--- src/rtl/fir_sample_source_if.sv ---
// Sample-stream bus between fir_sample_source and the FIR input: DOUT/VOUT, H0..H6, END_SIM.
// CHECKSUM is present only when SRC_CHECKSUM_EN is defined.
interface fir_sample_source_if #(
  parameter int unsigned NB = 8
);

  logic [NB-1:0] DOUT;
  logic          VOUT;
  logic [NB-1:0] H0;
  logic [NB-1:0] H1;
  logic [NB-1:0] H2;
  logic [NB-1:0] H3;
  logic [NB-1:0] H4;
  logic [NB-1:0] H5;
  logic [NB-1:0] H6;
  logic          END_SIM;
`ifdef SRC_CHECKSUM_EN
  logic [15:0]   CHECKSUM;
`endif

`ifdef SRC_CHECKSUM_EN
  modport master (
    output DOUT, VOUT, H0, H1, H2, H3, H4, H5, H6, END_SIM, CHECKSUM
  );

  modport slave (
    input DOUT, VOUT, H0, H1, H2, H3, H4, H5, H6, END_SIM, CHECKSUM
  );
`else
  modport master (
    output DOUT, VOUT, H0, H1, H2, H3, H4, H5, H6, END_SIM
  );

  modport slave (
    input DOUT, VOUT, H0, H1, H2, H3, H4, H5, H6, END_SIM
  );
`endif

endinterface

--- src/rtl/fir_sample_source.sv ---
// Programmable FIR stimulus source: ramp/impulse/LFSR/alternating samples with idle gaps, then END_SIM.
// Optional macro SRC_CHECKSUM_EN adds a 16-bit running sum of emitted samples on CHECKSUM.
module fir_sample_source #(
  parameter int unsigned NB        = 8,
  parameter int unsigned DRAIN_CYC = 16,
  parameter logic [15:0] LFSR_SEED = 16'hACE1,
  parameter int          H0_VAL    = 0,
  parameter int          H1_VAL    = 0,
  parameter int          H2_VAL    = 0,
  parameter int          H3_VAL    = 0,
  parameter int          H4_VAL    = 0,
  parameter int          H5_VAL    = 0,
  parameter int          H6_VAL    = 0
) (
  input  logic                 CLK,
  input  logic                 RST_n,
  input  logic                 START,
  input  logic [1:0]           MODE,
  input  logic [3:0]           GAP,
  input  logic [15:0]          NSAMP,
  fir_sample_source_if.master  bus
);

  localparam int unsigned CW  = 16;
  localparam int unsigned GW  = 4;
  localparam int unsigned DCW = $clog2(DRAIN_CYC + 1);

  localparam logic [NB-1:0] SMAX = {1'b0, {(NB-1){1'b1}}};
  localparam logic [NB-1:0] SMIN = ~SMAX;

  typedef enum logic [1:0] {
    IDLE  = 2'd0,
    RUN   = 2'd1,
    DRAIN = 2'd2,
    DONE  = 2'd3
  } state_t;

  state_t          state_q;
  logic [1:0]      mode_q;
  logic [GW-1:0]   gap_q;
  logic [CW-1:0]   nsamp_q;
  logic [CW-1:0]   k_q;
  logic [GW-1:0]   gap_cnt_q;
  logic [DCW-1:0]  drain_cnt_q;
  logic [15:0]     lfsr_q;
  logic [NB-1:0]   dout_q;
  logic            vout_q;
  logic            end_sim_q;
`ifdef SRC_CHECKSUM_EN
  logic [15:0]     checksum_q;
`endif

  logic [NB-1:0]   sample_c;
  logic [15:0]     lfsr_next_c;
  logic            last_c;

  // Pattern value for the current sample index k_q
  always_comb begin
    sample_c = '0;
    unique case (mode_q)
      2'd0:    sample_c = k_q[NB-1:0];
      2'd1:    sample_c = (k_q == '0) ? SMAX : '0;
      2'd2:    sample_c = lfsr_q[NB-1:0];
      default: sample_c = k_q[0] ? SMIN : SMAX;
    endcase
  end

  assign lfsr_next_c = {lfsr_q[14:0], lfsr_q[15] ^ lfsr_q[13] ^ lfsr_q[12] ^ lfsr_q[10]};
  assign last_c      = (k_q == (nsamp_q - CW'(1)));

  // Sequencer: latch request, pace samples by GAP, drain, then hold END_SIM
  always_ff @(posedge CLK) begin
    if (!RST_n) begin
      state_q     <= IDLE;
      mode_q      <= '0;
      gap_q       <= '0;
      nsamp_q     <= '0;
      k_q         <= '0;
      gap_cnt_q   <= '0;
      drain_cnt_q <= '0;
      lfsr_q      <= LFSR_SEED;
      dout_q      <= '0;
      vout_q      <= 1'b0;
      end_sim_q   <= 1'b0;
`ifdef SRC_CHECKSUM_EN
      checksum_q  <= '0;
`endif
    end else begin
      vout_q <= 1'b0;
      unique case (state_q)
        IDLE: begin
          if (START) begin
            mode_q      <= MODE;
            gap_q       <= GAP;
            nsamp_q     <= NSAMP;
            k_q         <= '0;
            gap_cnt_q   <= '0;
            drain_cnt_q <= '0;
            lfsr_q      <= LFSR_SEED;
`ifdef SRC_CHECKSUM_EN
            checksum_q  <= '0;
`endif
            state_q     <= (NSAMP == '0) ? DRAIN : RUN;
          end
        end

        RUN: begin
          if (gap_cnt_q == '0) begin
            vout_q    <= 1'b1;
            dout_q    <= sample_c;
            k_q       <= k_q + CW'(1);
            gap_cnt_q <= gap_q;
            lfsr_q    <= lfsr_next_c;
`ifdef SRC_CHECKSUM_EN
            checksum_q <= checksum_q + 16'($signed(sample_c));
`endif
            if (last_c) begin
              state_q <= DRAIN;
            end
          end else begin
            gap_cnt_q <= gap_cnt_q - GW'(1);
          end
        end

        // Entered on the last-valid edge; fires DRAIN_CYC+1 edges later
        DRAIN: begin
          if (drain_cnt_q == DCW'(DRAIN_CYC)) begin
            end_sim_q <= 1'b1;
            state_q   <= DONE;
          end else begin
            drain_cnt_q <= drain_cnt_q + DCW'(1);
          end
        end

        DONE: begin
          end_sim_q <= 1'b1;
        end

        default: begin
          state_q <= IDLE;
        end
      endcase
    end
  end

  assign bus.DOUT    = dout_q;
  assign bus.VOUT    = vout_q;
  assign bus.END_SIM = end_sim_q;
`ifdef SRC_CHECKSUM_EN
  assign bus.CHECKSUM = checksum_q;
`endif

  // Coefficients are build-time constants, independent of reset
  assign bus.H0 = NB'(H0_VAL);
  assign bus.H1 = NB'(H1_VAL);
  assign bus.H2 = NB'(H2_VAL);
  assign bus.H3 = NB'(H3_VAL);
  assign bus.H4 = NB'(H4_VAL);
  assign bus.H5 = NB'(H5_VAL);
  assign bus.H6 = NB'(H6_VAL);

endmodule
--- src/flat_wrapper.sv ---
// flat-port wrapper written by rule: the top's interface ports become plain ports
module fir_sample_source_flat 
#(
  parameter int unsigned NB        = 8,
  parameter int unsigned DRAIN_CYC = 16,
  parameter logic [15:0] LFSR_SEED = 16'hACE1,
  parameter int          H0_VAL    = 0,
  parameter int          H1_VAL    = 0,
  parameter int          H2_VAL    = 0,
  parameter int          H3_VAL    = 0,
  parameter int          H4_VAL    = 0,
  parameter int          H5_VAL    = 0,
  parameter int          H6_VAL    = 0
)
  (CLK, RST_n, START, MODE, GAP, NSAMP, bus_DOUT, bus_VOUT, bus_H0, bus_H1, bus_H2, bus_H3, bus_H4, bus_H5, bus_H6, bus_END_SIM);
  fir_sample_source_if #(.NB(NB)) bus_i ();
  input  logic CLK;
  input  logic RST_n;
  input  logic START;
  input  logic [1:0] MODE;
  input  logic [3:0] GAP;
  input  logic [15:0] NSAMP;
  output wire logic [$bits(bus_i.DOUT)-1:0] bus_DOUT;
  output wire logic [$bits(bus_i.VOUT)-1:0] bus_VOUT;
  output wire logic [$bits(bus_i.H0)-1:0] bus_H0;
  output wire logic [$bits(bus_i.H1)-1:0] bus_H1;
  output wire logic [$bits(bus_i.H2)-1:0] bus_H2;
  output wire logic [$bits(bus_i.H3)-1:0] bus_H3;
  output wire logic [$bits(bus_i.H4)-1:0] bus_H4;
  output wire logic [$bits(bus_i.H5)-1:0] bus_H5;
  output wire logic [$bits(bus_i.H6)-1:0] bus_H6;
  output wire logic [$bits(bus_i.END_SIM)-1:0] bus_END_SIM;
  assign bus_DOUT = bus_i.DOUT;
  assign bus_VOUT = bus_i.VOUT;
  assign bus_H0 = bus_i.H0;
  assign bus_H1 = bus_i.H1;
  assign bus_H2 = bus_i.H2;
  assign bus_H3 = bus_i.H3;
  assign bus_H4 = bus_i.H4;
  assign bus_H5 = bus_i.H5;
  assign bus_H6 = bus_i.H6;
  assign bus_END_SIM = bus_i.END_SIM;
  fir_sample_source #(.NB(NB), .DRAIN_CYC(DRAIN_CYC), .LFSR_SEED(LFSR_SEED), .H0_VAL(H0_VAL), .H1_VAL(H1_VAL), .H2_VAL(H2_VAL), .H3_VAL(H3_VAL), .H4_VAL(H4_VAL), .H5_VAL(H5_VAL), .H6_VAL(H6_VAL)) u_core (.CLK(CLK), .RST_n(RST_n), .START(START), .MODE(MODE), .GAP(GAP), .NSAMP(NSAMP), .bus(bus_i));
endmodule
--- config.mk ---
export PLATFORM = sky130hd
export DESIGN_NAME = fir_sample_source_flat
export DESIGN_NICKNAME = d
export VERILOG_FILES = /design/src/rtl/fir_sample_source_if.sv /design/src/rtl/fir_sample_source.sv /design/src/flat_wrapper.sv
export SDC_FILE = /design/constraint.sdc
export NUM_CORES = 1
export LEC_CHECK = 0
export ABC_AREA = 0
export BUFFER_PORTS_ARGS = -buffer_cell sky130_fd_sc_hd__buf_2
export CORE_MARGIN = 2
export CORE_UTILIZATION = 32
export CTS_CLUSTER_DIAMETER = 60
export DETAILED_ROUTE_END_ITERATION = 10
export PLACE_DENSITY_LB_ADDON = 0.05
export SYNTH_ARGS = -nofsm -noshare
export SYNTH_HDL_FRONTEND = slang
export SYNTH_SLANG_ARGS = --single-unit
--- constraint.sdc ---
create_clock -name CLK -period 2.5 [get_ports CLK]
set_clock_uncertainty 0.1 [all_clocks]
set_input_delay 0.75 -clock CLK [delete_from_list [all_inputs] [get_ports CLK]]
set_output_delay 0.75 -clock CLK [all_outputs]
set_load 0.05 [all_outputs]
== Word level (Yosys, flattened, before mapping) ==
Index checks and enable logic that the tools add are counted.

* Register bits after elaboration: 75
* Input bits: 25
* Logic and storage cells: 71

* $add $sub $neg: 4
* Equality and inequality tests: 12
* Muxes and demuxes: 24
* Bitwise logic cells: 3
* Reductions and logical operators: 17

{| class="wikitable"
|+ Operators by type and width
! kind !! number
|-
| 2-to-1 mux 16 bit || 4
|-
| one-hot mux 16 bit (2 select lines) || 2
|-
| zero test 16 bit || 2
|-
| one-hot mux 8 bit (3 select lines) || 1
|-
| adder 16 x 1 -> 16 bit, second input constant || 1
|-
| == test 16 bit || 1
|-
| subtractor 16 x 1 -> 16 bit, second input constant || 1
|-
| 2-to-1 mux 2 bit || 5
|-
| 2-to-1 mux 5 bit || 2
|-
| one-hot mux 5 bit (2 select lines) || 1
|-
| AND reduction 2 bit || 5
|-
| 2-to-1 mux 4 bit || 2
|-
| 2-to-1 mux 8 bit || 1
|-
| one-hot mux 4 bit (2 select lines) || 1
|-
| 2-to-1 mux 7 bit || 1
|-
| == test 2 bit, second input constant || 3
|-
| != test 2 x 1 -> 1 bit, second input constant || 3
|-
| one-hot mux 2 bit (3 select lines) || 1
|-
| AND reduction 3 bit || 2
|-
| nonzero test 2 bit || 3
|-
| adder 5 x 1 -> 5 bit, second input constant || 1
|-
| == test 5 bit, second input constant || 1
|-
| AND reduction 5 bit || 1
|-
| == test 2 x 1 -> 1 bit, second input constant || 2
|-
| other kinds (8) || 13
|}

== Logic depth before layout (Yosys ltp) ==
* Depth in word-level cells: 5
* Mapped depth: 10

== Least setup slack after synthesis ==
No wires, ideal clock.

* Path kind: reg-to-reg
* Start point: reg u_core.nsamp_q[0]
* End point: reg u_core.state_q[0]
* Library setup time: 72 ps
* Arrival: 1,996 ps
* Setup slack: 332 ps
* Stages on the path, launching flop included: 10
* Period minus slack after synthesis: 2,168 ps
* Cell sequence: dfxtp_1 -> inv_1 -> ha_1 -> nor4b_4 -> and3_2 -> o21a_1 -> o31ai_2 -> o21ai_1 -> o31ai_4 -> mux2i_1

* Longest elaborated chain between the ends: 4

{| class="wikitable"
|+ RTL lines
! what !! RTL line !! source
|-
| from (decl) || fir_sample_source.sv:41 || <nowiki>logic [CW-1:0] nsamp_q;</nowiki>
|-
| from (signal assigned) || fir_sample_source.sv:77 || <nowiki>nsamp_q <= '0;</nowiki>
|-
| from (signal assigned) || fir_sample_source.sv:95 || <nowiki>nsamp_q <= NSAMP;</nowiki>
|-
| subtractor 16 x 1 -> 16 bit || fir_sample_source.sv:69 || <nowiki>assign last_c = (k_q == (nsamp_q - CW'(1)));</nowiki>
|-
| == test 16 bit || fir_sample_source.sv:69 ||
|-
| != test 2 x 1 -> 1 bit (no source line) || -- ||
|-
| AND reduction 5 bit (no source line) || -- ||
|-
| to (signal assigned) || fir_sample_source.sv:103 || <nowiki>state_q <= (NSAMP == '0) ? DRAIN : RUN;</nowiki>
|-
| to (decl) || fir_sample_source.sv:38 || <nowiki>state_t state_q;</nowiki>
|}

No other way between the ends.
A chain may end at the register's enable or synchronous reset.

== Worst setup path after layout ==
* Start point: reg u_core.gap_cnt_q[0]
* End point: reg u_core.state_q[0]

* Longest elaborated chain between the ends: 3

{| class="wikitable"
|+ RTL lines
! what !! RTL line !! source
|-
| from (decl) || fir_sample_source.sv:43 || <nowiki>logic [GW-1:0] gap_cnt_q;</nowiki>
|-
| from (signal assigned) || fir_sample_source.sv:112 || <nowiki>gap_cnt_q <= gap_q;</nowiki>
|-
| from (signal assigned) || fir_sample_source.sv:121 || <nowiki>gap_cnt_q <= gap_cnt_q - GW'(1);</nowiki>
|-
| zero test 4 bit || fir_sample_source.sv:108 || <nowiki>if (gap_cnt_q == '0) begin</nowiki>
|-
| != test 2 x 1 -> 1 bit (no source line) || -- ||
|-
| AND reduction 5 bit (no source line) || -- ||
|}

No other way between the ends.

==> metrics.md <==
| Metric | Value |
|---|---|
| First drt pass iteration count | `5` |
| Crit path cell chain | `inv_2 -> ha_4 -> or3b_4 -> a22oi_2 -> nand4_1 -> nor4_2 -> o2111ai_2 -> o31ai_4 -> mux2i_1` |
| Initial drt markers | `191` |
| Max-cap violations | `0` |
| Cts hold-fix bufs | `0` |
| Distinct cells, synth | `60` |
| Syn. warnings | `0` |
| Syn Inst Count | `538` |
| Overflow after GRT | `0` |
| Synthesized area per cell | `7.93 sq um` |
| CTS tree | `done` |
| Tcrit/Tclk final | `0.956` |
| Die span in x | `119 um` |
| Antenna violations before repair | `0` |
| Sum of buffers and inverters on the critical path | `1` |
| CP endpoint kind | `flop` |
| Fillers | `1396` |
| Final Critical Period | `2390 ps` |
| Worst slew margin | `0.628` |
| Largest net degree at the start of global routing | `44` |
| Clk_lat worst skew | `340 ps` |
| Via density | `4.71` |
| Synth Register Bits | `75` |
| Final Hold Vio Count | `0` |
| Input/output buffers | `34` |
| Worst path max stage delay | `390 ps` |
| FF+latch area | `1510 sq um` |
| Delay-heaviest family, CP | `simple AND/OR/NAND/NOR gates` |
| Area of the multi-input gates | `2480 sq um` |
| RSZ-0062 raised after global routing | `yes` |
| Critical path arrival | `2560 ps` |
| Endpoints failing setup | `0` |
| Post-Place Cells | `743` |
| Post-synth EDFFs | `0` |
| Min-delay worst type | `flop to flop` |
| Max Buffers Root-to-Sink | `2` |
| GRT Total Usage | `0.158` |
| R2R Path End | `u_core.state_q[0]` |
| GPL Wtd Cong | `0.811` |
| Critical Path RT | `2670 ps` |
| Post-DRT Antenna Nets | `0` |
| Final Max Tran Viols | `0` |
| Starting Density | `0.325` |
| First-pass GRT wire length | `17.6 mm` |
| Final core utilization | `0.380` |
| Clock H-tree levels | `3` |
| Area Overhead vs Synth | `16.8%` |
| Proportion of layout cells with a drive suffix above 1 | `0.202` |
| Post-DP HPWL | `8.05 mm` |
| Critical path class | `flop to flop` |
| Launch point of the worst reg-to-reg path | `u_core.gap_cnt_q[0]` |
| Worst-path clk slew | `60 ps` |
| Outcome | `complete, no violations` |
| Core Region | `13100 sq um` |
| Drt drc | `0` |
| Clk root buf | `clkbuf_16` |
| Rows | `42` |
| Max VDD drop | `0.000352 V` |
| Worst-case reg-to-reg path depth | `9` |
| CP startpoint kind | `flop` |
| Critical Path End | `u_core.state_q[0]` |
| TritonCTS Sinks | `75` |
| Post-synthesis sequential area ratio | `0.352` |
| Vias post-DR | `3601` |
| Leak Pwr | `2.03 nW` |
| Worst Path Max Fanout | `3` |
| Critical-path top delay cell | `or3b_4` |
| Top FF cell, synth | `dfxtp_1` |
| Drt total wl | `10.8 mm` |
| Io pins | `91` |
| Worst-Margin Slew | `555 ps` |
| Crit path from | `u_core.gap_cnt_q[0]` |
| FF-to-FF setup slack | `110 ps` |
| Routed len/inst | `14.1 um` |
| Vias in the first global route | `3479` |
| P per Cell Area | `1030 nW/um^2` |
| Levels on crit path | `9` |
| Achievable Freq | `0.418 GHz` |
| CTS Buf Count | `9` |
| Layout Nets | `620` |
| Fin cells | `765` |
| Diodes inserted | `0` |
| Post-Syn Area | `4270 sq um` |
| Die Y | `119 um` |
| Asr flop ratio synth | `0` |
| Die Area | `14300 sq um` |
## registers in the layout, indices dropped and copies added (netlist names)
signal,count
u_core.nsamp_q,16
u_core.lfsr_q,16
u_core.drain_cnt_q,5
u_core.state_q,2
u_core.k_q,16
u_core.gap_cnt_q,4
u_core.mode_q,2
u_core.bus.DOUT,8
u_core.gap_q,4
u_core.bus.VOUT,1
u_core.bus.END_SIM,1
## worst min-delay path by stage
stage	startpoint	end	slack, ps	cells after the start
after floorplan	u_core.gap_q[0]	u_core.gap_q[0]	340	2
after global placement	u_core.bus.DOUT[4]	u_core.bus.DOUT[4]	340	2
after detailed placement	u_core.bus.DOUT[4]	u_core.bus.DOUT[4]	350	2
after CTS	u_core.bus.DOUT[4]	u_core.bus.DOUT[4]	350	2
after global routing	u_core.bus.DOUT[3]	u_core.bus.DOUT[3]	390	2
final	u_core.bus.DOUT[4]	u_core.bus.DOUT[4]	350	2
## repair_timing
action,4_1_cts,5_1_grt
gates resized for setup,0,31
cloned,0,0
pin swaps,1,10
setup endpoints to repair,2,2
setup buffers,2,4
hold endpoints to repair,0,0
## worst register-to-register path, stage by stage (launching register included)
cell,delay [ps]
dfxtp_2,330
inv_2,80
ha_4,130
or3b_4,390
a22oi_2,160
nand4_1,120
nor4_2,310
o2111ai_2,160
o31ai_4,320
mux2i_1,230
## metal layers
layer / global-route usage / share of wire
met2: 0.248 / 0.45
met3: 0.0244 / 0.050
met1: 0.214 / 0.49
met5: 0 / 0
met4: 0.0676 / 0.018
## cell families (layout without fill, tap and decap cells)
kind of cell / after synthesis / in the layout / share of synthesized area
XOR/XNOR: 34 / 34 / 0.0698
flip-flops: 75 / 75 / 0.352
buffers and inverters: 99 / 95 / 0.139
AND/OR/NAND/NOR: 199 / 199 / 0.231
adder cells (fa/ha/maj): 11 / 11 / 0.0322
other: 1 / 56 / 0.000879
multiplexers: 6 / 6 / 0.0144
AO/OA/AOI/OAI: 113 / 113 / 0.162
## synthesized netlist by cell type (2+ instances only)
master,instances,area share
a31oi_1,3,0.0044
a221oi_1,2,0.0041
inv_1,17,0.015
mux2i_1,5,0.012
nor4_1,8,0.012
nand3_1,8,0.0094
xor2_1,20,0.041
dfxtp_1,75,0.35
o22ai_1,8,0.012
and4_1,2,0.0041
o21ai_1,2,0.0023
nor3_1,8,0.0094
a211oi_1,5,0.0088
clkbuf_1,23,0.020
a21oi_1,47,0.055
nor4b_1,2,0.0041
nand2_2,2,0.0029
nand4_1,9,0.013
buf_2,2,0.0023
nor2_1,41,0.036
buf_4,56,0.099
and3_1,2,0.0029
ha_1,11,0.032
xnor2_1,14,0.029
nand3b_1,2,0.0035
nor3_4,2,0.0076
nand2_1,89,0.078
or3_1,4,0.0059
nand2b_1,4,0.0059
a22oi_1,11,0.019
o21ai_0,25,0.029
## placed cells by master (no fill, tap or decap), types with 3 or more instances in the layout
master,n
inv_1,13
conb_1,56
nor2_1,41
or3_1,4
nand4_1,9
dfxtp_2,6
inv_2,4
o22ai_1,8
dfxtp_1,68
xor2_1,20
a31oi_1,3
ha_4,3
nand2_1,89
mux2i_1,5
ha_1,6
xnor2_1,14
a22oi_1,10
nor4_1,7
o21ai_0,25
nor3_1,8
nand3_1,8
buf_4,27
buf_2,34
a21oi_1,45
clkbuf_16,9
a211oi_1,4
nand2b_1,4
## through the flow
| step | hold slack (ps) | cell area [sq um] | setup slack, ps | TNS (ps) | total power, mW |
|---|---|---|---|---|---|
| CTS | 353 | 4840 | 5.87 | 0 | 5.07 |
| global placement | 344 | 4510 | 86.7 | 0 | 3.65 |
| detailed placement | 345 | 4510 | -37.0 | -66.7 | 3.67 |
| floorplan | 336 | 4470 | 332 | 0 | 3.13 |
| global route | 386 | 4990 | -58.2 | -101 | 5.48 |
| finish | 352 | 4990 | 109 | 0 | 5.13 |
## power breakdown
part           switching [mW]  internal, mW  total, mW
sequential              0.186          1.39       1.58
clock                   0.526         0.831       1.36
combinational            1.36         0.846       2.20
## area by class of cell
| cell class | count | area share |
|---|---|---|
| clock buffer | 11 | 0.0507 |
| clock inverter | 5 | 0.0120 |
| inverter | 17 | 0.0128 |
| multi-input combinational | 419 | 0.498 |
| sequential | 75 | 0.303 |
| tap | 176 | 0.0442 |
| timing repair buffer | 62 | 0.0788 |
No activity file was read; power rests on OpenSTA's default activity.
